File: config.mk
export PLATFORM = sky130hd
export DESIGN_NAME = collision_event_handler
export DESIGN_NICKNAME = d
export VERILOG_FILES = /design/src/rtl/collision_event_handler.sv
export SDC_FILE = /design/constraint.sdc
export NUM_CORES = 1
export LEC_CHECK = 0
export ABC_AREA = 1
export CAP_MARGIN = 20
export CELL_PAD_IN_SITES_DETAIL_PLACEMENT = 2
export CELL_PAD_IN_SITES_GLOBAL_PLACEMENT = 2
export CORE_UTILIZATION = 33
export DETAILED_ROUTE_END_ITERATION = 8
export PLACE_DENSITY = 0.85
export SLEW_MARGIN = 20
export SYNTH_ARGS = -nofsm -noshare
export SYNTH_HDL_FRONTEND = slang
export SYNTH_SLANG_ARGS = --single-unit
export TNS_END_PERCENT = 5
File: constraint.sdc
create_clock -name clk -period 1.5 [get_ports clk]
set_input_delay 0.375 -clock clk [delete_from_list [all_inputs] [get_ports clk]]
set_output_delay 0.375 -clock clk [all_outputs]
set_load 0.01 [all_outputs]
File: src/rtl/collision_event_handler.sv
// collision_event_handler: folds per-pixel collision flags into at most one
// event per frame per source. Flags are gathered in sticky latches, frozen
// into a snapshot at startOfFrame, and evaluated on the following cycle.
// Character hits pass through a frame-counted invulnerability window; life
// pickup is edge-detected across frames.
module collision_event_handler #(
  parameter int INVULN_FRAMES = 60
) (
  input  logic clk,
  input  logic resetN,
  input  logic startOfFrame,
  input  logic bubbleHitChar_1,
  input  logic bubbleHitChar_2,
  input  logic arrow_1_HitBubble,
  input  logic arrow_2_HitBubble,
  input  logic lifeHitChar,
  output logic char1Hit,
  output logic char2Hit,
  output logic arrow1Pop,
  output logic arrow2Pop,
  output logic lifeCollected,
  output logic invuln_1,
  output logic invuln_2
);

  // A zero-frame window still needs a 1-bit counter; it just never leaves 0.
  localparam int CW = (INVULN_FRAMES > 0) ? $clog2(INVULN_FRAMES + 1) : 1;
  localparam logic [CW-1:0] RELOAD = CW'(INVULN_FRAMES);

  // Bit positions in the flag vectors.
  localparam int A1 = 2;
  localparam int A2 = 3;
  localparam int LF = 4;

  logic [4:0] raw;
  logic [4:0] latch_q, latch_d;
  logic [4:0] snap_q, snap_d;
  logic       eval_q;
  logic       prev_life_q, prev_life_d;
  logic [1:0] hit;
  logic [1:0] inv;

  assign raw = {lifeHitChar, arrow_2_HitBubble, arrow_1_HitBubble,
                bubbleHitChar_2, bubbleHitChar_1};

  // Sticky accumulation; a flag on the startOfFrame cycle seeds the new frame.
  always_comb begin
    latch_d     = startOfFrame ? raw : (latch_q | raw);
    snap_d      = startOfFrame ? latch_q : snap_q;
    prev_life_d = eval_q ? snap_q[LF] : prev_life_q;
  end

  // Latches, snapshot, evaluation strobe and previous-life register.
  always_ff @(posedge clk or negedge resetN) begin
    if (!resetN) begin
      latch_q     <= '0;
      snap_q      <= '0;
      eval_q      <= 1'b0;
      prev_life_q <= 1'b0;
    end else begin
      latch_q     <= latch_d;
      snap_q      <= snap_d;
      eval_q      <= startOfFrame;
      prev_life_q <= prev_life_d;
    end
  end

  // Per-character invulnerability: hits only count while the counter is idle.
  for (genvar n = 0; n < 2; n++) begin : g_char
    logic [CW-1:0] cnt_q, cnt_d;

    assign hit[n] = eval_q & snap_q[n] & (cnt_q == '0);
    assign inv[n] = (cnt_q != '0);

    // Decrement once per evaluation while armed; reload on an accepted hit.
    always_comb begin
      cnt_d = cnt_q;
      if (eval_q) begin
        if (cnt_q != '0)    cnt_d = cnt_q - CW'(1);
        else if (snap_q[n]) cnt_d = RELOAD;
      end
    end

    // Counter register.
    always_ff @(posedge clk or negedge resetN) begin
      if (!resetN) cnt_q <= '0;
      else         cnt_q <= cnt_d;
    end
  end

  assign char1Hit      = hit[0];
  assign char2Hit      = hit[1];
  assign invuln_1      = inv[0];
  assign invuln_2      = inv[1];
  assign arrow1Pop     = eval_q & snap_q[A1];
  assign arrow2Pop     = eval_q & snap_q[A2];
  assign lifeCollected = eval_q & snap_q[LF] & ~prev_life_q;

endmodule

==> metrics.cfg <==
[sta]
drv_slew = 0
min_period_over_period = 1.18
hold_viol = 0
relSlewSlack = 0.785
setup_viol = 10
fmax_mhz = 565
min_period_ns = 1.77
worstMarginPinSlew_ns = 0.322
clock_skew_ns = 0.00110
rsz0062_at_grt = true
whs_ns = 0.387
setup_slack_ns = -0.269

[place]
portBuffers = 14
post-dp-hpwl_mm = 2.87
place.gp.congestion = 0.791
dp.cells = 219
placed_cell_area_mm2 = 0.00159

[floorplan]
start_util = 0.352
rows = 21
fp.dieW_um = 62.4
die_h_um = 62.4
core_mm2 = 0.00342
die_area_mm2 = 0.00389
pin_count = 15

[routing]
drc = 0
avgRoutedWirePerCell_um = 21.6
drtAntennaViolNets = 0
first_iter_violations = 58
dr.pass1.iters = 4
vias = 1197
wirelength_mm = 5.02
viasPerCell = 5.16

[layout]
drive_gt1_frac = 0.403
antennaDiodeCount = 0
stdcell_count = 232
final_nets = 198
area_growth_pct = 49.2
fillers = 362
final_area_mm2 = 0.00179
fin_util = 0.525

[clocking]
clk_pin_slew_ns = 0.13
h-tree-depth = 1
cts_buffers = 3
cts_tree = done
cts_hold_buf = 0
cts_buffer_depth = 2
cts.sinks = 24
insertion_delay_ns = 0.33
clk_root_buffer_cell = clkbuf_4

[global_route]
grt_start_max_net_pins = 25
grt_pass1_wl_mm = 7.99
grt_pass1_vias = 1434
grt_usage = 0.280
grt_antenna_before_repair = 0
grt-ovfl-total = 0

[pwr]
p_switching_mw = 1.46
power_frac_clock = 0.093
power_density_mw_per_mm2 = 1820
ir_drop_uv = 774
p_leak_nw = 0.882
swShare = 0.447
seq_power_share = 0.307
power.internal_mw = 1.81
finalPower_mw = 3.26
p_comb_frac = 0.600

[outcome]
violations = negative setup slack
status = complete, but fails checks

[synthesis]
synth_xor_area_frac = 0.0291
synth_adder_area_share = 0.0208
synth_compound_area_frac = 0.0728
syn_avg_cell_area_um2 = 8.97
synthSimpleGateAreaFrac = 0.313
synth_top_family_by_area = simple AND/OR/NAND/NOR gates
synth.area.mux_share = 0
ys_types = 18
yosysWarnings = 0
synth_top_area_cell = dfrtp_1
yosysSeqAreaShare = 0.499
synth-seq-cells = 24
netlist_area_mm2 = 0.00120
netlist.area_leader.share = 0.499
ys_top_cells_by_area = dfrtp_1 (50%), nand2_1 (8.4%), nand3_1 (7.5%)
syn-num-nets = 144
synth_cells = 134

[flow_run]
max-cap-violations = 0

[critical_path]
crit_fanout = 2
r2r_cells = 9
crit_type = register to primary output
required_ns = 1.12
endpoint_kind = primary output
cp_data_arrival_time_ns = 1.39
start_kind = register

[hold_path]
hold_path.class = primary input to async pin

-- state kept, by name (all words and copies together), names as in the netlist --
name	flops
prev_life_q	1
g_char.cnt_q	12
latch_q	5
eval_q	1
snap_q	5
-- through the flow --
step	setup WS (ns)	setup TNS (ns)
after floorplan	0.0348	0
after global placement	-0.244	-1.29
after detailed placement	-0.365	-1.85
after CTS	-0.245	-1.22
after global routing	-0.325	-1.88
final	-0.269	-1.18
-- logic make-up after synthesis --
| family | after synthesis |
|---|---|
| simple gates | 71 |
| xor+xnor | 4 |
| compound gates | 15 |
| buf+inv | 18 |
| flops | 24 |
| fa+ha+maj | 2 |
-- synth_stat cells --
cell type   n
clkbuf_1    1
nor2_1     12
clkbuf_8    1
nand4_1     2
nand2_2     2
nand3_1    18
ha_1        2
nor2_2      2
nand3b_1    2
xor2_1      4
nand4_4     2
nand2_1    27
a21oi_1     5
o21bai_1    5
nand2_4     4
dfrtp_1    24
o21ai_0     5
inv_1      16
-- repair_timing --
item	in CTS	in global routing
gates resized for setup	53	14
pin swaps	3	1
buffers inserted	9	1
endpoints found under the setup margin	12	19
-- cells in the final DEF (no fill, tap or decap), types with 3 or more instances in the layout --
master / netlist / final
buf_4: 0 / 32
nand2_1: 27 / 23
dfrtp_1: 24 / 23
nand3_1: 18 / 18
inv_1: 16 / 10
buf_6: 0 / 10
nor2_1: 12 / 8
clkdlybuf4s50_1: 0 / 7
inv_2: 0 / 6
o21bai_1: 5 / 5
a21oi_1: 5 / 5
nand2_4: 4 / 4
nand2_2: 2 / 4
nor2_4: 0 / 3
nor2_2: 2 / 3
o21ai_0: 5 / 3
xor2_1: 4 / 3
clkbuf_4: 0 / 3
-- critical path: stages (launching register included) --
cell and delay, ns:
dfrtp_1 0.43, inv_2 0.09, ha_4 0.16, nand4_4 0.12, buf_6 0.15, buf_6 0.11
-- path summary, 6_finish.rpt --
check | start | slack (ns) | to
worst max-delay path | g_char[1].cnt_q[1]$_DFFE_PN0P_ | -0.27 | invuln_2
worst min-delay path | resetN | 0.39 | snap_q[0]$_DFFE_PN0P_
worst max register to register | g_char[1].cnt_q[1]$_DFFE_PN0P_ | -0.01 | g_char[1].cnt_q[3]$_DFFE_PN0P_
worst min register to register | latch_q[0]$_DFF_PN0_ | 0.54 | latch_q[0]$_DFF_PN0_
max in group asynchronous | resetN | 0.85 | eval_q$_DFF_PN0_
min in group clk | latch_q[0]$_DFF_PN0_ | 0.54 | latch_q[0]$_DFF_PN0_
-- power by group through the flow --
stage,logic (mW),clock network [mW],registers (mW)
2_1_floorplan,0.760,0,0.964
3_3_place_gp,1.35,0,0.935
3_5_place_dp,1.55,0,0.956
4_1_cts,1.76,0.315,0.970
5_1_grt,2.10,0.339,1.01
6_report,1.96,0.304,1.00
-- per-layer routing --
layer,track usage,routed length [µm],vias up,share of wire
met5,0,0,-,0
met4,0.128,159,0,0.032
met3,0.0368,115,13,0.023
met2,0.511,2730,29,0.54
met1,0.321,2010,620,0.40
li1,-,-,535,-
-- layout make-up --
class                           count  area (µm²)  share of cell area
Clock buffer                        3        22.5              0.0126
Inverter                           16        60.1              0.0335
Multi-Input combinational cell     92         619               0.345
Sequential cell                    24         602               0.335
Tap cell                           46        57.6              0.0321
Timing Repair Buffer               51         433               0.241
(Power assumes the default switching activity.)
